==> config.mk <==
export PLATFORM = sky130hd
export DESIGN_NAME = fetch_sequencer
export DESIGN_NICKNAME = d
export VERILOG_FILES = /design/src/rtl/cpu_pkg.sv /design/src/rtl/adder64.sv /design/src/rtl/fetch_sequencer.sv
export SDC_FILE = /design/constraint.sdc
export NUM_CORES = 1
export LEC_CHECK = 0
export CAP_MARGIN = 25
export CORE_UTILIZATION = 45
export CTS_BUF_LIST = sky130_fd_sc_hd__clkbuf_8
export DETAILED_ROUTE_END_ITERATION = 10
export GPL_TIMING_DRIVEN = 0
export PLACE_DENSITY = 0.78
export SYNTH_ARGS = -nofsm -noshare
export SYNTH_HDL_FRONTEND = slang
export SYNTH_HIERARCHICAL = 1
export SYNTH_SLANG_ARGS = --single-unit
==> constraint.sdc <==
create_clock -name clk -period 5.55 [get_ports clk]
set_clock_uncertainty 0.1 [all_clocks]
set_input_delay 0.8325 -clock clk [delete_from_list [all_inputs] [get_ports clk]]
set_output_delay 0.8325 -clock clk [all_outputs]
set_load 0.005 [all_outputs]
==> src/rtl/cpu_pkg.sv <==
// Shared types and constants for the fetch front end.
package cpu_pkg;

    localparam int ADDR_W  = 64;
    localparam int INSTR_W = 32;

    localparam logic [INSTR_W-1:0] NOP_INSTR = 32'hD503201F;
    localparam logic [ADDR_W-1:0]  PC_STEP   = 64'd4;

    typedef enum logic [1:0] {
        ST_BOOT = 2'd0,
        ST_RUN  = 2'd1,
        ST_HALT = 2'd2
    } fetch_state_t;

    // Instruction addresses are word aligned; drop the low two bits of any target.
    function automatic logic [ADDR_W-1:0] align_word(input logic [ADDR_W-1:0] addr);
        return {addr[ADDR_W-1:2], 2'b00};
    endfunction

    function automatic logic [31:0] sat_inc32(input logic [31:0] val);
        return (val == 32'hFFFF_FFFF) ? val : val + 32'd1;
    endfunction

endpackage

==> src/rtl/adder64.sv <==
// Plain 64-bit adder; the carry out is discarded so sums wrap modulo 2^64.
module adder64
    import cpu_pkg::*;
(
    input  logic [ADDR_W-1:0] a,
    input  logic [ADDR_W-1:0] b,
    output logic [ADDR_W-1:0] sum
);

    assign sum = a + b;

endmodule

==> src/rtl/fetch_sequencer.sv <==
// Instruction fetch sequencer: owns the PC, the IF/ID register and the BOOT/RUN/HALT FSM.
// fsm_state mirrors the FSM state register for observation only.
module fetch_sequencer
    import cpu_pkg::*;
(
    input  logic                clk,
    input  logic                reset,
    input  logic                stall,
    input  logic                br_taken,
    input  logic [ADDR_W-1:0]   br_target,
    input  logic                br_reg,
    input  logic [ADDR_W-1:0]   reg_target,
    input  logic                halt_req,
    input  logic [INSTR_W-1:0]  instr_in,
    output logic [ADDR_W-1:0]   pc,
    output logic [INSTR_W-1:0]  if_id_instr,
    output logic [ADDR_W-1:0]   if_id_pc,
    output logic                if_id_valid,
    output logic                halted,
    output logic [31:0]         fetch_cnt,
    output logic [31:0]         squash_cnt,
    output logic [1:0]          fsm_state
);

    fetch_state_t      state;
    logic [ADDR_W-1:0] pc_plus4;
    logic              redirect;
    logic [ADDR_W-1:0] redirect_pc;

    adder64 u_pc_adder (
        .a   (pc),
        .b   (PC_STEP),
        .sum (pc_plus4)
    );

    // A stalled cycle never redirects; the register jump wins over a PC-relative branch.
    assign redirect    = !stall && (br_reg || br_taken);
    assign redirect_pc = align_word(br_reg ? reg_target : br_target);
    assign fsm_state   = state;

    always_ff @(posedge clk) begin
        if (reset) begin
            state       <= ST_BOOT;
            pc          <= '0;
            if_id_instr <= NOP_INSTR;
            if_id_pc    <= '0;
            if_id_valid <= 1'b0;
            halted      <= 1'b0;
            fetch_cnt   <= '0;
            squash_cnt  <= '0;
        end else begin
            case (state)
                ST_BOOT: begin
                    if_id_instr <= NOP_INSTR;
                    if_id_valid <= 1'b0;
                    halted      <= 1'b0;
                    state       <= ST_RUN;
                end

                ST_RUN: begin
                    if (!stall) begin
                        if (redirect) begin
                            pc          <= redirect_pc;
                            if_id_instr <= NOP_INSTR;
                            if_id_valid <= 1'b0;
                            squash_cnt  <= sat_inc32(squash_cnt);
                        end else if (halt_req) begin
                            if_id_instr <= NOP_INSTR;
                            if_id_valid <= 1'b0;
                        end else begin
                            pc          <= pc_plus4;
                            if_id_instr <= instr_in;
                            if_id_pc    <= pc;
                            if_id_valid <= 1'b1;
                            fetch_cnt   <= sat_inc32(fetch_cnt);
                        end
                        if (halt_req) begin
                            state  <= ST_HALT;
                            halted <= 1'b1;
                        end
                    end
                end

                ST_HALT: begin
                    if (!stall) begin
                        if_id_instr <= NOP_INSTR;
                        if_id_valid <= 1'b0;
                        if (redirect) begin
                            pc         <= redirect_pc;
                            squash_cnt <= sat_inc32(squash_cnt);
                        end
                        if (!halt_req) begin
                            state  <= ST_RUN;
                            halted <= 1'b0;
                        end
                    end
                end

                default: begin
                    state       <= ST_BOOT;
                    if_id_instr <= NOP_INSTR;
                    if_id_valid <= 1'b0;
                    halted      <= 1'b0;
                end
            endcase
        end
    end

endmodule

==> impl_results.md, run 1 <==
* Area contributors post-synth: dfxtp_1, nand2_1, a21oi_1
* Total wire length at 49,400 um
* Slew HR at 0.282
* Data arrival time of the critical path at 4.32 ns
* Synth cell types at 77
* Status: complete, no violations
* Worst Hold Launch: if_id_pc[62]
* Clock Pin Slew Worst Setup and Hold Paths at 0.06 ns
* Final Non-Filler Cells at 2,728
* Core Footprint at 0.0306 mm^2
* Worst hold margin at 0.354 ns
* Dominant synthesized flop cell: dfxtp_1
* Register area share after synthesis at 0.325
* PD cells at 226 mW/mm^2
* Static leakage at 7.36 nW
* Reg2Reg Depth at 13
* Setup TNS Final at 0 ns
* Iteration-0 DRC Markers at 1,291
* Post-synth EDFFs at 0
* Clock buffer depth at 3
* Fill cell count at 2,723
* Drt drc at 0
* WS Path Type: primary input to flop
* Total number of clock tree sinks at 227
* Pre-CTS WS at 1.12 ns
* Max-cap violations at 0
* CP max FO at 10
* Worst Setup End Kind: flop
* Top cell type by total area after synthesis: dfxtp_1
* Final critical-path share of the clock period at 0.708
* TritonRoute pass-1 iters at 5
* H-tree Lvls at 2
* Port Buffer Count at 389
* Worst vdd ir at 185 uV
* Chip Width at 178 um
* Number of nets in the layout at 2,540
* Synthesized area per cell at 7.73 um^2
* YS warnings at 6
* Hold buffers post-CTS at 0
* I/O Pins at 394
* Multi-input logic area at 0.00897 mm^2
* FMAX at 254 MHz
* Unrepaired setup endpoints after global routing: false
* Post-CTS Resized at 0
* Gr usage total at 0.301
* Total CTS buffers at 40
* Placed Cells at 2,658
* Synth cell count leaders: nand2_1, a21oi_1, dfxtp_1
* Total global routing overflow at 0
* Initial antenna violation count at 0
* Post-synth ARST share at 0
* Die Area at 0.0318 mm^2
* Clk_lat worst skew at 0.58 ns
* Synth top area share at 0.325
* Chip height at 178 um
* Startpoint types: primary input
* Drt wl/cell at 18.1 um
* Worst Tran Pin Value at 1.08 ns
* Antenna viol nets, final at 0
* Library cell with the highest instance count after synthesis: nand2_1
* R2r startpoint: pc[14]
* Root Buffer Master: clkbuf_8
* Largest net degree at the start of global routing at 13
* Worst hold stages at 2
* Rows at 64
* Vias in the first global route at 14,480
* Layout area overhead at 39.2%
* WHS Endpoint: if_id_pc[62]
* Tmin final at 3.93 ns
* Vias at 15,346
* Reg area at 0.00454 mm^2
* Final Max Slew Viols at 0
* GPL Wtd Cong at 0.891
* Hold violation total from the final report at 0
* Share of cells above drive strength 1 at 0.0506
* CTS tree: yes
* DP HPWL at 38,600 um
* Synth Register Bits at 227
* CP required at 5.94 ns
* Initial core utilization at 0.457
* Post-CTS setup buffers at 0
* First-pass GRT wire length at 75,900 um
* Drt via density at 5.63
* Reg2reg setup slack at 2.18 ns
* Hold WC Path Type: flop to flop
* Final WS setup at 1.62 ns
* Endpoints failing setup at 0
* Synth Instances at 1,809
* Reg-to-reg critical path endpoint: pc[49]
* Netlist Area Pre-Place at 0.0140 mm^2
## registers in the layout (all words and copies together), names as in the netlist
name,count
fetch_cnt,32
fsm_state,1
halted,1
if_id_instr,32
if_id_pc,64
if_id_valid,1
pc,64
squash_cnt,32
## cells by family after synthesis
group                      after synthesis  share of synthesized area
and+or+nand+nor                        654                      0.216
DFF                                    227                      0.325
buffers and inverters                  166                     0.0503
AOI/OAI and AO/OA                      533                      0.240
adders and majority gates               69                     0.0623
muxes                                   66                     0.0474
other                                    2                   0.000537
xor gates and xnor gates                92                     0.0576
## cell usage in the layout, fill, tap and decap left out, drive strengths merged, types with 11 or more instances in the layout
| cell | n |
|---|---|
| o22ai | 13 |
| a21oi | 235 |
| conb | 65 |
| mux2i | 64 |
| nand4 | 48 |
| buf | 36 |
| inv | 52 |
| nor4 | 11 |
| nand2 | 360 |
| o21ai | 59 |
| clkbuf | 139 |
| a21o | 27 |
| o211ai | 73 |
| ha | 68 |
| o21bai | 17 |
| or4 | 20 |
| a211oi | 11 |
| nor3 | 21 |
| dfxtp | 227 |
| nand3 | 27 |
| o31ai | 21 |
| clkdlybuf4s50 | 389 |
| and3 | 14 |
| xnor2 | 58 |
| a31oi | 12 |
| or3 | 12 |
| xor2 | 34 |
| nor2 | 99 |
| a22oi | 22 |
## through the flow
stage,power [mW],instance area [um^2],utilization
2_1_floorplan,2.38,14200,-
3_3_place_gp,2.77,18600,0.608
3_5_place_dp,2.79,18600,0.609
4_1_cts,4.38,19400,0.635
5_1_grt,4.59,19400,0.636
6_report,4.40,19400,0.636
## where the power goes
part | leakage (nW) | internal, mW | total, mW | switching, mW
logic | 5.07 | 0.467 | 1.06 | 0.592
registers | 1.83 | 1.68 | 1.74 | 0.0590
clock network | 0.464 | 0.869 | 1.60 | 0.732
## area by class of cell
class                           instances  area share
Antenna cell                            1    0.000129
Buffer                                126      0.0284
Clock buffer                           47      0.0333
Clock inverter                         21     0.00856
Inverter                               40     0.00772
Multi-Input combinational cell       1479       0.461
Sequential cell                       227       0.234
Tap cell                              396      0.0255
Timing Repair Buffer                  391       0.202
## routing by layer
metal | part of all wire | track usage
met1 | 0.41 | 0.371
met4 | 0.031 | 0.105
met3 | 0.078 | 0.0548
met5 | 0 | 0
met2 | 0.48 | 0.525
## critical path, cell delays in order
cell and delay, ns:
clkdlybuf4s50_1 0.56, buf_2 0.44, o21ba_2 0.28, or2_2 0.12, clkbuf_1 0.60, clkbuf_1 0.70
buf_1 0.47, o211ai_1 0.15, a21oi_1 0.15
## worst max path at each step
| stage | startpoint | end |
|---|---|---|
| after CTS | br_reg | pc[11] |
| after floorplan | pc[10] | pc[54] |
| after detailed placement | br_reg | pc[11] |
| after global placement | br_reg | pc[12] |
| after global routing | br_reg | pc[52] |
| final | br_reg | pc[11] |
Power figures use the tool's default switching activity.
==> run 2, diff against run 1 <==
Clock period 5.55 ns to 3.9 ns, I/O delays scaled along.
==> results of run 2 <==
Same layout as run 1 (identical final DEF). Status: complete, no violations.
Among the figures that moved: setup slack after placement 1.12 ns -> -0.281 ns; setup slack after layout 1.62 ns -> 0.218 ns; register-to-register setup slack 2.18 ns -> 0.53 ns; total power 4.40 mW -> 6.26 mW; worst IR drop on VDD 185 uV -> 264 uV
